## src/rtl/rv32i_pkg.sv

```systemverilog
// rv32i_pkg: shared RV32I constants for the OP-IMM encoder.
//   OPC_*    7-bit major opcodes used when assembling words
//   ALUOP_*  4-bit {insn[30], funct3} codes, as the I-type ALU decoder recovers them
//   enc_state_e  encoder FSM state encoding
package rv32i_pkg;

  localparam logic [6:0] OPC_OP_IMM = 7'b0010011;
  localparam logic [6:0] OPC_LUI    = 7'b0110111;

  localparam logic [3:0] ALUOP_ADDI  = 4'b0000;
  localparam logic [3:0] ALUOP_SLLI  = 4'b0001;
  localparam logic [3:0] ALUOP_SLTI  = 4'b0010;
  localparam logic [3:0] ALUOP_SLTIU = 4'b0011;
  localparam logic [3:0] ALUOP_XORI  = 4'b0100;
  localparam logic [3:0] ALUOP_SRLI  = 4'b0101;
  localparam logic [3:0] ALUOP_ORI   = 4'b0110;
  localparam logic [3:0] ALUOP_ANDI  = 4'b0111;
  localparam logic [3:0] ALUOP_SRAI  = 4'b1101;

  // ST_ERR is the one-cycle reject state that drives the err pulse.
  typedef enum logic [1:0] {
    ST_IDLE  = 2'd0,
    ST_EMIT1 = 2'd1,
    ST_EMIT2 = 2'd2,
    ST_ERR   = 2'd3
  } enc_state_e;

endpackage

```

## src/rtl/iinsn_alu_encoder_if.sv

```systemverilog
// iinsn_alu_encoder_if: request and instruction-word handshakes of the encoder.
//   request side : req_valid/req_ready, alu_op, rd, rs1, imm
//   word side    : insn_valid/insn_ready, insn, insn_last, err
//   modport slave  - the encoder
//   modport master - the requester / word consumer
interface iinsn_alu_encoder_if;
  logic        req_valid;
  logic        req_ready;
  logic [3:0]  alu_op;
  logic [4:0]  rd;
  logic [4:0]  rs1;
  logic [31:0] imm;
  logic        insn_valid;
  logic        insn_ready;
  logic [31:0] insn;
  logic        insn_last;
  logic        err;

  modport slave (
    input  req_valid, alu_op, rd, rs1, imm, insn_ready,
    output req_ready, insn_valid, insn, insn_last, err
  );

  modport master (
    output req_valid, alu_op, rd, rs1, imm, insn_ready,
    input  req_ready, insn_valid, insn, insn_last, err
  );
endinterface

```

## src/rtl/imm_range_check.sv

```systemverilog
// imm_range_check: combinational legality / immediate-range check for OP-IMM.
//   alu_op   in  4   {insn[30], funct3}
//   imm      in  32  immediate (shamt for shifts)
//   op_legal out 1   alu_op is one of the nine OP-IMM operations
//   fits     out 1   immediate encodable in a single word
//   is_shift out 1   SLLI/SRLI/SRAI
module imm_range_check
  import rv32i_pkg::*;
(
  input  logic [3:0]  alu_op,
  input  logic [31:0] imm,
  output logic        op_legal,
  output logic        fits,
  output logic        is_shift
);

  always_comb begin
    op_legal = 1'b0;
    is_shift = 1'b0;
    case (alu_op)
      ALUOP_ADDI, ALUOP_SLTI, ALUOP_SLTIU, ALUOP_XORI,
      ALUOP_ORI, ALUOP_ANDI:               op_legal = 1'b1;
      ALUOP_SLLI, ALUOP_SRLI, ALUOP_SRAI: begin
        op_legal = 1'b1;
        is_shift = 1'b1;
      end
      default: ;
    endcase
  end

  // Shifts take an unsigned 5-bit shamt; everything else a sign-extended
  // 12-bit immediate, i.e. bits 31..11 must all equal the sign bit.
  assign fits = is_shift ? (imm[31:5] == 27'd0)
                         : ((&imm[31:11]) | ~(|imm[31:11]));

endmodule

```

## src/rtl/iinsn_alu_encoder.sv

```systemverilog
// iinsn_alu_encoder: builds RV32I OP-IMM words (ADDI..SRAI) from fields.
// One registered output stage; emits a single word per request, or LUI+ADDI
// for a wide load-immediate when IINSN_ENC_LI_EXPAND_EN is defined.
//   clk, reset   rising-edge clock, asynchronous active-high reset
//   bus (slave)  req_valid/req_ready + alu_op/rd/rs1/imm in,
//                insn_valid/insn_ready + insn/insn_last out, err pulse out
// Macro IINSN_ENC_LI_EXPAND_EN: out-of-range ADDI with rs1==x0 expands to
// LUI (+ ADDI when the low 12 bits are non-zero). Undefined: such requests
// are rejected and insn_last is 1 on every valid word.
module iinsn_alu_encoder
  import rv32i_pkg::*;
(
  input  logic              clk,
  input  logic              reset,
  iinsn_alu_encoder_if.slave bus
);

  enc_state_e  state_q, state_d;
  logic [31:0] insn_q, insn_d;
  logic        op_legal, fits, is_shift;
  logic        accept;
  logic [11:0] imm_fld;
  logic [31:0] direct_word;

  imm_range_check u_chk (
    .alu_op   (bus.alu_op),
    .imm      (bus.imm),
    .op_legal (op_legal),
    .fits     (fits),
    .is_shift (is_shift)
  );

  assign bus.req_ready = (state_q == ST_IDLE) & ~reset;
  assign accept        = bus.req_valid & bus.req_ready;

  // Shift immediates carry insn[30] (SRAI) in the funct7 slot.
  assign imm_fld     = is_shift ? {1'b0, bus.alu_op[3], 5'b0, bus.imm[4:0]}
                                : bus.imm[11:0];
  assign direct_word = {imm_fld, bus.rs1, bus.alu_op[2:0], bus.rd, OPC_OP_IMM};

`ifdef IINSN_ENC_LI_EXPAND_EN
  logic        last_q, last_d;
  logic [31:0] w2_q, w2_d;
  logic [19:0] hi;
  logic        can_expand;

  // ADDI sign-extends its 12 bits, so LUI must pre-compensate by +1 when lo[11] is set.
  assign hi         = bus.imm[31:12] + {19'b0, bus.imm[11]};
  assign can_expand = (bus.alu_op == ALUOP_ADDI) && (bus.rs1 == 5'd0);
`endif

  always_comb begin
    state_d = state_q;
    insn_d  = insn_q;
`ifdef IINSN_ENC_LI_EXPAND_EN
    last_d  = last_q;
    w2_d    = w2_q;
`endif
    case (state_q)
      ST_IDLE: begin
        if (accept) begin
          if (op_legal && fits) begin
            insn_d  = direct_word;
`ifdef IINSN_ENC_LI_EXPAND_EN
            last_d  = 1'b1;
`endif
            state_d = ST_EMIT1;
          end
`ifdef IINSN_ENC_LI_EXPAND_EN
          else if (can_expand) begin
            insn_d  = {hi, bus.rd, OPC_LUI};
            w2_d    = {bus.imm[11:0], bus.rd, 3'b000, bus.rd, OPC_OP_IMM};
            last_d  = (bus.imm[11:0] == 12'd0);
            state_d = ST_EMIT1;
          end
`endif
          else begin
            state_d = ST_ERR;
          end
        end
      end
      ST_EMIT1: begin
        if (bus.insn_ready) begin
`ifdef IINSN_ENC_LI_EXPAND_EN
          if (!last_q) begin
            insn_d  = w2_q;
            last_d  = 1'b1;
            state_d = ST_EMIT2;
          end else
`endif
          state_d = ST_IDLE;
        end
      end
`ifdef IINSN_ENC_LI_EXPAND_EN
      ST_EMIT2: begin
        if (bus.insn_ready) state_d = ST_IDLE;
      end
`endif
      default: state_d = ST_IDLE;  // ST_ERR lasts exactly one cycle
    endcase
  end

  always_ff @(posedge clk or posedge reset) begin
    if (reset) begin
      state_q <= ST_IDLE;
      insn_q  <= 32'd0;
    end else begin
      state_q <= state_d;
      insn_q  <= insn_d;
    end
  end

`ifdef IINSN_ENC_LI_EXPAND_EN
  always_ff @(posedge clk or posedge reset) begin
    if (reset) begin
      last_q <= 1'b0;
      w2_q   <= 32'd0;
    end else begin
      last_q <= last_d;
      w2_q   <= w2_d;
    end
  end
`endif

  assign bus.insn_valid = (state_q == ST_EMIT1) || (state_q == ST_EMIT2);
  assign bus.err        = (state_q == ST_ERR);
  assign bus.insn       = insn_q;
`ifdef IINSN_ENC_LI_EXPAND_EN
  assign bus.insn_last  = bus.insn_valid & last_q;
`else
  assign bus.insn_last  = bus.insn_valid;
`endif

endmodule

```

## src/flat_wrapper.sv

```systemverilog
// flat-port wrapper written by rule: the top's interface ports become plain ports
module iinsn_alu_encoder_flat import rv32i_pkg::*;
  (clk, reset, bus_req_valid, bus_alu_op, bus_rd, bus_rs1, bus_imm, bus_insn_ready, bus_req_ready, bus_insn_valid, bus_insn, bus_insn_last, bus_err);
  iinsn_alu_encoder_if bus_i ();
  input  logic clk;
  input  logic reset;
  input wire logic [$bits(bus_i.req_valid)-1:0] bus_req_valid;
  input wire logic [$bits(bus_i.alu_op)-1:0] bus_alu_op;
  input wire logic [$bits(bus_i.rd)-1:0] bus_rd;
  input wire logic [$bits(bus_i.rs1)-1:0] bus_rs1;
  input wire logic [$bits(bus_i.imm)-1:0] bus_imm;
  input wire logic [$bits(bus_i.insn_ready)-1:0] bus_insn_ready;
  output wire logic [$bits(bus_i.req_ready)-1:0] bus_req_ready;
  output wire logic [$bits(bus_i.insn_valid)-1:0] bus_insn_valid;
  output wire logic [$bits(bus_i.insn)-1:0] bus_insn;
  output wire logic [$bits(bus_i.insn_last)-1:0] bus_insn_last;
  output wire logic [$bits(bus_i.err)-1:0] bus_err;
  assign bus_i.req_valid = bus_req_valid;
  assign bus_i.alu_op = bus_alu_op;
  assign bus_i.rd = bus_rd;
  assign bus_i.rs1 = bus_rs1;
  assign bus_i.imm = bus_imm;
  assign bus_i.insn_ready = bus_insn_ready;
  assign bus_req_ready = bus_i.req_ready;
  assign bus_insn_valid = bus_i.insn_valid;
  assign bus_insn = bus_i.insn;
  assign bus_insn_last = bus_i.insn_last;
  assign bus_err = bus_i.err;
  iinsn_alu_encoder u_core (.clk(clk), .reset(reset), .bus(bus_i));
endmodule
```

## config.mk

```make
export PLATFORM = sky130hd
export DESIGN_NAME = iinsn_alu_encoder_flat
export DESIGN_NICKNAME = d
export VERILOG_FILES = /design/src/rtl/rv32i_pkg.sv /design/src/rtl/iinsn_alu_encoder_if.sv /design/src/rtl/imm_range_check.sv /design/src/rtl/iinsn_alu_encoder.sv /design/src/flat_wrapper.sv
export SDC_FILE = /design/constraint.sdc
export NUM_CORES = 1
export LEC_CHECK = 0
export ABC_AREA = 1
export BUFFER_PORTS_ARGS = -buffer_cell sky130_fd_sc_hd__buf_2
export CORE_MARGIN = 4
export CORE_UTILIZATION = 25
export CTS_CLUSTER_SIZE = 8
export DETAILED_ROUTE_END_ITERATION = 12
export GPL_ROUTABILITY_DRIVEN = 0
export SLEW_MARGIN = 10
export SYNTH_ARGS = -nofsm -noshare
export SYNTH_HDL_FRONTEND = slang
export SYNTH_SLANG_ARGS = --single-unit
```

## constraint.sdc

```tcl
create_clock -name clk -period 1.95 [get_ports clk]
set_clock_uncertainty 0.15 [all_clocks]
set_input_delay 0.585 -clock clk [delete_from_list [all_inputs] [get_ports clk]]
set_output_delay 0.585 -clock clk [all_outputs]
set_load 0.02 [all_outputs]
```

==> implementation parameters, run 1 <==
Parameter                              Value

Logic synthesis
  Number of warnings printed during yosys synthesis ... 0
  Count of flip-flops with a built-in enable after synthesis ... 0
  Post-synthesis instance total ... 220
  Cell area after synthesis ... approximately 0.0016 mm²
  Area contributors post-synth ... dfrtp_1, nand2_1, nand4_1
  Area share of the largest cell type after synthesis ... between 40% and 50%
  Library cell with the highest instance count after synthesis ... nand2_1
  Proportion of synthesized flip-flops having asynchronous set or reset ... between 90% and 100%
  Number of unique standard cell types used by synthesis ... 24
  Yosys top cell by area ... dfrtp_1
  Synthesized area per cell ... ~7.5 µm²
  Most frequently used flop master after synthesis ... dfrtp_1
  Flop and latch count out of synthesis ... 28
  Commonest cells in the netlist ... nand2_1, nor2_1, dfrtp_1
  Share of synthesized area occupied by flip-flops and latches ... between 40% and 50%

Setup path
  Kind of start point of the critical path ... flop
  Endpoint type of the worst setup path ... output pin
  Max FO, Critical Path ... 2
  Req. time, crit path ... ~1.2 ns
  Worst Setup Path Type ... flop to output pin
  Critical path arrival ... about 1.2 ns

Global route
  Number of antenna violations at the first check in global routing ... 0
  Via count of the first global-routing pass ... 1,532
  Combined global-route utilization of all metal layers ... a little over a tenth
  Global-route congestion overflow total ... 0
  Maximum number of pins on one net before global-route repair ... 29
  Wire length of the first global-routing pass ... slightly below 7 mm

Power
  Power density over the cells ... around 1200 mW/mm²
  Static Leakage ... between 0.001 and 0.0015 µW
  Largest voltage drop on the vdd net ... 0.0005145 V

Die
  Ports placed on the boundary ... 86
  Die Footprint ... 0.007949 mm²
  Area of the core ... between 0.006 and 0.007 mm²
  Vertical die dimension ... ~89 µm
  Die W ... approximately 89 µm
  Floorplan row count ... 29
  Starting utilization of the core area ... roughly a quarter

Status
  Result of the run ... finished, final reports clean

Detailed routing
  Residual antenna-violating net count after detailed routing ... 0
  Total via count after detailed routing ... roughly 1,700
  Average detailed-routed wire length per instance ... roughly 12 µm
  Final routed wirelength across all metal layers ... approximately 4.5 mm
  1st-pass router iterations ... 4
  Via count normalized by instance count ... 4.319
  Starting DRC count in detailed routing ... 82
  Post-route DRC violation count ... 0

Placed design
  Cells after DPL ... 380
  Total half-perimeter wirelength after legalization and detailed placement ... ~3.7 mm
  Port buffer count ... 81

Finish
  Footprint of the multi-input gates ... 798.3 µm²
  Storage element area ... 700.7 µm²
  Filler instances ... 696
  Area grow syn2layout ... 38.98%
  Total Nets Final ... between 300 and 400
  Fraction of layout cells with a size suffix above 1 ... approximately 38%
  Ant. Diodes ... 0
  Non-filler instance count after layout ... 389

Clocking
  Clock transition at path regs ... approximately 0.090 ns
  Clk buf depth ... 2
  TritonCTS buffer count ... 3
  TritonCTS clock tree ... yes
  Quantity of hold-fixing buffers added after cts ... 0
  TritonCTS sink count ... 28
  CTS H-Tree Depth ... 1
  Clock latency on the worst-skew pair ... roughly 0.26 ns
  Clock tree root driver cell ... clkbuf_8

STA
  Number of setup violations in the final report ... 0
  Final Slew Violations ... 0
  Final cycle utilization of the critical path ... slightly below 100%
  Final hold slack ... ~0.24 ns
  Count of final hold-check violations ... 0
  F_max ... between 500 and 600 MHz
  Clock period minus worst slack ... between 1.5 and 2 ns
  Setup repair after global routing missed its margin ... no

Hold path
  Class of the most critical hold timing path ... input pin to async pin

Job
  Total of max-cap violations ... 0
[critical path, cell delays in order (launching register included)]
cell and delay (ns):
dfrtp_1 0.40, buf_4 0.14, ha_1 0.18, buf_2 0.16
[layout make-up]
| class | instances | area share [%] |
|---|---|---|
| inverter | 19 | 3.116 |
| timing repair buffer | 100 | 24.77 |
| tap | 77 | 4.210 |
| clock buffer | 4 | 2.406 |
| sequential | 28 | 30.62 |
| multi-input combinational | 161 | 34.88 |
[registers in the layout, summed over array words and instances (netlist names)]
signal	cells
u_core.bus.insn	26
u_core.state_q	2
[path summary, 6_finish.rpt]
check	start	to	slack (ns)	cells past startpoint
worst min-delay path	reset	u_core.bus.insn[29]	0.24	3
max in group asynchronous	reset	u_core.bus.insn[24]	1.15	3
worst max-delay path	u_core.state_q[0]	bus_err	0.07	3
worst min register to register	u_core.bus.insn[24]	u_core.bus.insn[24]	0.32	2
min in group clk	u_core.bus.insn[24]	u_core.bus.insn[24]	0.32	2
worst max register to register	u_core.state_q[1]	u_core.bus.insn[19]	0.29	10
[what timing repair did]
action,4_1_cts,5_1_grt
buffers inserted,1,4
gates resized for setup,2,6
pin swaps,0,2
endpoints found under the hold margin,0,0
setup endpoints to repair,1,1
[placed cells by master (no fill, tap or decap), drive strengths merged, types with 2 or more instances in the layout]
| master | n |
|---|---|
| a21oi | 2 |
| buf | 100 |
| clkbuf | 4 |
| conb | 4 |
| dfrtp | 28 |
| ha | 3 |
| inv | 18 |
| nand2 | 79 |
| nand3 | 5 |
| nand4 | 27 |
| nor2 | 37 |
[power breakdown]
part	leakage (µW)	switching, µW	internal [µW]
Sequential	0.000361	142	827
Clock	0.0000288	171	180
Combinational	0.000922	812	506
[per-layer routing]
| layer | part of all wire [%] | vias up | track usage [%] |
|---|---|---|---|
| li1 | - | 876 | - |
| met1 | 43 | 758 | 13.93 |
| met2 | 49 | 44 | 18.69 |
| met3 | 6.2 | 2 | 1.475 |
| met4 | 0.89 | 0 | 3.248 |
| met5 | 0 | - | 0 |
[cells by family (layout without fill, tap and decap cells)]
family          count (synthesis)  in the layout  synth area share (%)
buf+inv                        34            123                 10.87
flops                          28             28                 42.55
fa+ha+maj                       3              3                 2.280
compound gates                  4              4                 2.128
simple gates                  150            150                 41.95
other cells                     1              4                0.2277
[stage by stage]
step | area (µm²) | power, µW | setup WS (ns) | setup TNS (ns) | utilization (%)
floorplan | 1660 | 1744 | 0.1058 | 0 | -
global placement | 2172 | 2162 | -0.01890 | -0.2769 | 34.01
detailed placement | 2172 | 2189 | -0.04918 | -0.7723 | 34.01
CTS | 2237 | 2568 | 0.01207 | 0 | 35.03
global route | 2288 | 2841 | 0.007041 | 0 | 35.83
finish | 2288 | 2639 | 0.06730 | 0 | 35.83
Power figures use the tool's default switching activity.
==> run 2, diff against run 1 <==
--- a/config.mk
+++ b/config.mk
@@ -15,4 +15,5 @@
 export SLEW_MARGIN = 10
 export SYNTH_ARGS = -nofsm -noshare
 export SYNTH_HDL_FRONTEND = slang
+export SYNTH_HIERARCHICAL = 1
 export SYNTH_SLANG_ARGS = --single-unit
==> run 2 against run 1 <==
  * Wire length down 13%
  * Critical path type unchanged
  * Total power down 45%
  * Worst hold slack better by 0.049 ns
  * Synthesized cell count down 4.1%
  * First-iteration DRC count down 6.1%
  * Sequential power down 37%
  * Count of clock-buffer cells in the layout unchanged
  * Combinational power down 62%
  * Via count down 10%
  * Largest power group is now registers
  * Non-clock buffer count down 3
  * Sequential cell count unchanged
==> implementation parameters, run 2 <==
Parameter                              Value

Global route
  Maximum number of pins on one net before global-route repair ... 29 (unchanged)
  Global-route congestion overflow total ... 0 (unchanged)
  Number of antenna violations at the first check in global routing ... 0 (unchanged)
  Wire length of the first global-routing pass ... 6.520 mm (-5.1%)
  Combined global-route utilization of all metal layers ... 10.77% (-0.025 points)
  Via count of the first global-routing pass ... 1,488 (-2.9%)

Detailed routing
  Average detailed-routed wire length per instance ... 10.33 µm (-11%)
  Final routed wirelength across all metal layers ... 3.905 mm (-13%)
  1st-pass router iterations ... 4 (unchanged)
  Total via count after detailed routing ... 1,506 (-10%)
  Post-route DRC violation count ... 0 (unchanged)
  Residual antenna-violating net count after detailed routing ... 0 (unchanged)
  Routed met3 length ... 366 µm (+32%)
  Met2 WL post-DR ... 1.911 mm (-14%)
  Highest routed layer ... met4
  Via count normalized by instance count ... 3.984 (-7.7%)
  Starting DRC count in detailed routing ... 77 (-6.1%)
  Metal1 wirelength ... 1.570 mm (-19%)

Setup path
  Most prevalent standard cell on the critical path ... inv_2
  Family with the most delay on the worst path ... flip-flops
  Worst path max stage delay ... 0.41 ns (about the same)
  Max FO, Critical Path ... 3 (+1)
  Cell-by-cell trace of the critical path ... inv_2 -> ha_4 -> inv_2 -> nor2_4 -> buf_6
  Kind of start point of the critical path ... flop
  Endpoint type of the worst setup path ... output pin
  Req. time, crit path ... 1.21 ns (about the same)
  Bufs and invs on worst path ... 3 (+1)
  Slowest CP cell ... dfrtp_1
  Worst Setup Path Type ... flop to output pin
  Critical path arrival ... 1.17 ns (+0.02 ns)

STA
  Setup repair after global routing missed its margin ... yes
  Final Slew Violations ... 0 (unchanged)
  F_max ... 525.1 MHz (-1.1%)
  Post-Route Setup TNS ... 0 ns (unchanged)
  Count of final hold-check violations ... 0 (unchanged)
  Number of setup violations in the final report ... 0 (unchanged)
  Final cycle utilization of the critical path ... 97.65% (+1.1 points)
  Clock period minus worst slack ... 1.904 ns (+0.02157 ns)

Power
  Largest voltage drop on the vdd net ... 0.0004564 V (-11%)
  Static Leakage ... 0.001375 µW (+4.8%)
  Power density over the cells ... 674.6 mW/mm² (-41%)
  Post-route total power ... 1464 µW (-45%)

Clocking
  TritonCTS clock tree ... yes
  Clock latency on the worst-skew pair ... 0.27 ns (about the same)
  Clk buf depth ... 2 (unchanged)
  TritonCTS buffer count ... 3 (unchanged)
  TritonCTS sink count ... 28 (unchanged)
  CTS H-Tree Depth ... 1 (unchanged)
  Clock transition at path regs ... 0.09 ns (about the same)
  Clock tree root driver cell ... clkbuf_8

Finish
  Ant. Diodes ... 0 (unchanged)
  Post-route cell area ... 0.002171 mm² (-5.1%)
  Fraction of layout cells with a size suffix above 1 ... 38.61% (+0.79 points)
  Filler instances ... 656 (-5.7%)
  Most common cell after layout, fill and taps aside ... nand2_1
  Total Nets Final ... 357 (-2.5%)
  Area grow syn2layout ... 39.58%
  Flip-flop count of the largest register, all copies and words added ... 26 (unchanged)
  Commonest cells after routing, fill and taps aside ... nand2_1, buf_2, nor2_1

Logic synthesis
  Area share of the largest cell type after synthesis ... 45.05% (+2.5 points)
  Number of unique standard cell types used by synthesis ... 23 (-4.2%)
  Synthesized area per cell ... 7.371 µm² (-1.5%)
  Number of warnings printed during yosys synthesis ... 6 (+6)
  Yosys top cell by area ... dfrtp_1
  Share of synthesized area occupied by flip-flops and latches ... 45.05% (+2.5 points)
  Library cell with the highest instance count after synthesis ... nand2_1
  Area contributors post-synth ... dfrtp_1, nand2_1, nor2_1
  Cell area after synthesis ... 0.001555 mm² (-5.5%)
  Count of flip-flops with a built-in enable after synthesis ... 0 (unchanged)
  Flop and latch count out of synthesis ... 28 (unchanged)
  Commonest cells in the netlist ... nand2_1, nor2_1, dfrtp_1
  Proportion of synthesized flip-flops having asynchronous set or reset ... 100.0% (unchanged)
  Most frequently used flop master after synthesis ... dfrtp_1
  Post-synthesis instance total ... 211 (-4.1%)

Die
  Die W ... 86.88 µm (-2.6%)
  Starting utilization of the core area ... 25.96% (+0.18 points)
  Floorplan row count ... 28 (-3.4%)
  Ports placed on the boundary ... 86 (unchanged)
  Vertical die dimension ... 86.88 µm (-2.6%)
  Area of the core ... 0.005991 mm² (-6.2%)
  Die Footprint ... 0.007547 mm² (-5.0%)

Placed design
  Instance area after placement ... 0.002067 mm² (-4.8%)
  Port buffer count ... 81 (unchanged)
  Total half-perimeter wirelength after legalization and detailed placement ... 3.192 mm (-13%)

Hold path
  Class of the most critical hold timing path ... input pin to async pin

Status
  Result of the run ... finished, final reports clean

Job
  Total of max-cap violations ... 0 (unchanged)
==> run 2: cell types whose count changed after synthesis, sizes merged, moves of 2 or more <==
cell,change
nand3,-2
clkbuf,-2
nand4,-27
nor2,-3
nand2,+23
o21ai,+4
==> run 2: per-stage QoR <==
stage / hold slack [ns] / std cells / setup WS [ns] / utilization (%)
floorplan: 0.3155 / 214 / 0.01908 / -
global placement: 0.3007 / 370 / -0.1489 / 34.50
detailed placement: 0.3089 / 370 / -0.1894 / 34.50
CTS: 0.3029 / 376 / 0.005035 / 35.92
global route: 0.3220 / 378 / -0.005628 / 36.24
finish: 0.2935 / 378 / 0.04573 / 36.24
==> run 2: layout make-up <==
cell class                      count  area, µm²  area share [%]
Clock buffer                        4      55.05           2.536
Multi-Input combinational cell    155      705.7           32.51
Sequential cell                    28      700.7           32.28
Tap cell                           75      93.84           4.323
Inverter                           19      71.32           3.285
Timing Repair Buffer               97      544.3           25.07
==> run 2: worst reg2reg max path: stages (launching register included) <==
cell and delay (ns):
dfrtp_1 0.41, inv_2 0.08, ha_4 0.15, inv_2 0.04, nor2_4 0.09, buf_4 0.12, nand3b_4 0.07, buf_4 0.18
nand2_1 0.07, nand2_1 0.05
==> run 2: worst paths after layout <==
| kind | startpoint | to | slack (ns) | cells past startpoint |
|---|---|---|---|---|
| worst max-delay path | u_core/state_q[1] | bus_req_ready | 0.05 | 5 |
| worst min-delay path | reset | u_core/state_q[0] | 0.29 | 3 |
| worst max register to register | u_core/state_q[1] | u_core/bus.insn[25] | 0.43 | 9 |
| worst min register to register | u_core/bus.insn[31] | u_core/bus.insn[31] | 0.33 | 2 |
| max in group asynchronous | reset | u_core/bus.insn[30] | 1.10 | 3 |
| min in group clk | u_core/bus.insn[31] | u_core/bus.insn[31] | 0.33 | 2 |
==> run 2: where the power goes <==
group / internal [µW] / leakage [µW] / total, µW / switching, µW
combinational: 227 / 0.000957 / 500 / 273
clock: 181 / 0.0000288 / 354 / 174
sequential: 598 / 0.000389 / 610 / 11.6
total: 1010 / 0.00138 / 1460 / 458
==> run 2: cell families after synthesis <==
| logic type | Yosys count | share of synthesized area (%) |
|---|---|---|
| AO/OA/AOI/OAI | 6 | 2.172 |
| adder cells (fa/ha/maj) | 3 | 2.414 |
| buffers and inverters | 31 | 11.10 |
| flip-flops | 28 | 45.05 |
| other | 1 | 0.2411 |
| AND/OR/NAND/NOR | 142 | 39.02 |
==> run 2: timing repair <==
action / CTS / global route
setup buffers: 2 / 2
pin swaps: 0 / 1
hold buffers: 0 / 0
endpoints found under the setup margin: 3 / 1
resized for setup: 4 / 1
==> run 2: metal layers <==
metal  global-route usage (%)  vias to the layer above
met1                    12.60                      643
met2                    19.05                       59
met4                    3.824                        0
met3                    2.554                        4
li1                         -                      800
met5                        0                        -
==> run 3, diff against run 2 <==
--- a/config.mk
+++ b/config.mk
@@ -7,7 +7,7 @@
 export LEC_CHECK = 0
 export ABC_AREA = 1
 export BUFFER_PORTS_ARGS = -buffer_cell sky130_fd_sc_hd__buf_2
-export CORE_MARGIN = 4
+export CORE_MARGIN = 2
 export CORE_UTILIZATION = 25
 export CTS_CLUSTER_SIZE = 8
 export DETAILED_ROUTE_END_ITERATION = 12
@@ -15,5 +15,4 @@
 export SLEW_MARGIN = 10
 export SYNTH_ARGS = -nofsm -noshare
 export SYNTH_HDL_FRONTEND = slang
-export SYNTH_HIERARCHICAL = 1
 export SYNTH_SLANG_ARGS = --single-unit
==> run 3 against run 2 <==
  * Via count grew 12%
  * Largest power group is now combinational logic
  * Critical path depth stayed put
  * Clock power about the same
  * Sequential cell count did not move
  * Wire length grew 14%
  * Register-to-register slack worse by 0.29 ns
  * Worst hold slack got worse by 0.063 ns
  * Final cell count rose by 1.9%
  * First-iteration DRC count shrank 1.3%
  * Count of clock-buffer cells in the layout unchanged
  * Design area up 5.3%
==> implementation parameters, run 3 (synthesis results as in run 1) <==
Parameter                              Value

Setup path
  Max FO, Critical Path ... 3 (unchanged)
  Bufs and invs on worst path ... 3 (unchanged)
  Kind of start point of the critical path ... flop
  Endpoint type of the worst setup path ... output pin
  Cell-by-cell trace of the critical path ... inv_2 -> ha_4 -> inv_2 -> nor2_4 -> buf_6
  Most prevalent standard cell on the critical path ... inv_2
  Worst Setup Path Type ... flop to output pin
  Req. time, crit path ... 1.21 ns (about the same)
  Critical path arrival ... 1.19 ns (+0.02 ns)
  Family with the most delay on the worst path ... flip-flops
  Slowest CP cell ... dfrtp_1
  Worst path max stage delay ... 0.41 ns (about the same)

Finish
  Flip-flop count of the largest register, all copies and words added ... 26 (unchanged)
  Commonest cells after routing, fill and taps aside ... buf_2, nand2_1, nor2_1
  Storage element area ... 700.7 µm² (unchanged)
  Footprint of the multi-input gates ... 800.8 µm² (+13%)
  Ant. Diodes ... 0 (unchanged)
  Total Nets Final ... 362 (+1.4%)
  Area grow syn2layout ... 38.83%
  Most common cell after layout, fill and taps aside ... buf_2
  Fraction of layout cells with a size suffix above 1 ... 37.66% (-0.95 points)
  Non-filler instance count after layout ... 385 (+1.9%)
  Filler instances ... 682 (+4.0%)

Job
  Total of max-cap violations ... 0 (unchanged)

Clocking
  Clock transition at path regs ... 0.10 ns (about the same)
  Clock latency on the worst-skew pair ... 0.27 ns (about the same)
  Quantity of hold-fixing buffers added after cts ... 0 (unchanged)
  TritonCTS clock tree ... yes
  CTS H-Tree Depth ... 1 (unchanged)
  Clock tree root driver cell ... clkbuf_8
  TritonCTS buffer count ... 3 (unchanged)
  Clk buf depth ... 2 (unchanged)
  TritonCTS sink count ... 28 (unchanged)

Detailed routing
  Via count normalized by instance count ... 4.377 (+9.9%)
  Starting DRC count in detailed routing ... 76 (-1.3%)
  Post-route DRC violation count ... 0 (unchanged)
  Final routed wirelength across all metal layers ... 4.444 mm (+14%)
  1st-pass router iterations ... 4 (unchanged)
  Total via count after detailed routing ... 1,685 (+12%)
  Residual antenna-violating net count after detailed routing ... 0 (unchanged)
  Average detailed-routed wire length per instance ... 11.54 µm (+12%)

STA
  Final Slew Violations ... 0 (unchanged)
  Setup repair after global routing missed its margin ... yes
  Clock period minus worst slack ... 1.926 ns (+0.02210 ns)
  F_max ... 519.1 MHz (-1.1%)
  Final cycle utilization of the critical path ... 98.79% (+1.1 points)
  Post-route worst setup slack ... 0.02363 ns (-0.02210 ns)
  Post-Route Setup TNS ... 0 ns (unchanged)
  Count of final hold-check violations ... 0 (unchanged)
  Number of setup violations in the final report ... 0 (unchanged)

Placed design
  Port buffer count ... 81 (unchanged)
  Cells after DPL ... 377 (+1.9%)
  Post-place setup slack ... -0.03063 ns (+0.1587 ns)
  Total half-perimeter wirelength after legalization and detailed placement ... 3.321 mm (+4.1%)

Power
  Static Leakage ... 0.001307 µW (-5.0%)
  Largest voltage drop on the vdd net ... 0.0004585 V (+0.46%)
  Power density over the cells ... 1147 mW/mm² (+70%)

Die
  Vertical die dimension ... 85.16 µm (-2.0%)
  Floorplan row count ... 29 (+3.6%)
  Ports placed on the boundary ... 86 (unchanged)
  Starting utilization of the core area ... 25.93% (-0.030 points)
  Area of the core ... 0.006350 mm² (+6.0%)
  Die Footprint ... 0.007251 mm² (-3.9%)
  Die W ... 85.16 µm (-2.0%)

Global route
  Number of antenna violations at the first check in global routing ... 0 (unchanged)
  Wire length of the first global-routing pass ... 7.486 mm (+15%)
  Via count of the first global-routing pass ... 1,679 (+13%)
  Combined global-route utilization of all metal layers ... 12.63% (+1.9 points)
  Global-route congestion overflow total ... 0 (unchanged)
  Maximum number of pins on one net before global-route repair ... 29 (unchanged)

Status
  Result of the run ... finished, final reports clean

Hold path
  Class of the most critical hold timing path ... input pin to async pin
[run 3: cell count changes in the layout (fill, tap and decap cells not counted), moves of 2 or more]
cell,change
nand2_1,-25
nand4_1,+26
buf_4,-3
nor2_1,+6
nor2_2,-3
nand3_1,+3
o21ai_1,-2
buf_12,+2
o21ai_0,-2
[run 3: tightest hold or removal path: cells and delay by family]
kind	cells	cell delay [ns]
buf+inv	3	0.49
[run 3: cell type report]
cell class / count / share of cell area (%)
sequential: 28 / 30.65
inverter: 19 / 3.120
multi-input combinational: 161 / 35.03
timing repair buffer: 96 / 24.58
clock buffer: 4 / 2.408
tap: 77 / 4.215
[run 3: path summary, 6_finish.rpt]
check	cells past startpoint	endpoint	startpoint	slack, ns
setup / recovery	5	bus_req_ready	u_core.state_q[1]	0.02
min in group clk	2	u_core.bus.insn[30]	u_core.bus.insn[30]	0.32
hold reg to reg	2	u_core.bus.insn[30]	u_core.bus.insn[30]	0.32
setup reg to reg	12	u_core.bus.insn[16]	u_core.state_q[1]	0.14
max in group asynchronous	3	u_core.bus.insn[14]	reset	1.14
hold / removal	3	u_core.state_q[0]	reset	0.23
[run 3: report_power, final]
group / switching [µW] / total [µW] / internal, µW
Combinational: 820 / 1310 / 490
Clock: 176 / 356 / 181
Sequential: 129 / 956 / 827
[run 3: through the flow]
step                hold slack [ns]  util [%]  instance area [µm²]  total power, µW
floorplan                    0.4055         -                 1660             1744
global placement             0.2990     34.25                 2175             2152
detailed placement           0.3040     34.25                 2175             2175
CTS                          0.2320     35.88                 2278             2631
global route                 0.2955     36.00                 2286             2839
finish                       0.2310     36.00                 2286             2622
[run 3: timing repair]
action / 4_1_cts / 5_1_grt
gates resized for setup: 6 / 4
pin swaps: 1 / 2
setup buffers: 4 / 0
setup endpoints to repair: 1 / 27
[run 3: routing by layer]
metal  GRT usage, %  up-vias  share of wire (%)
li1               -      868                  -
met1          16.65      743                 46
met2          20.67       70                 46
met3          1.946        4                7.3
met4          5.195        0                1.3
met5              0        -                  0
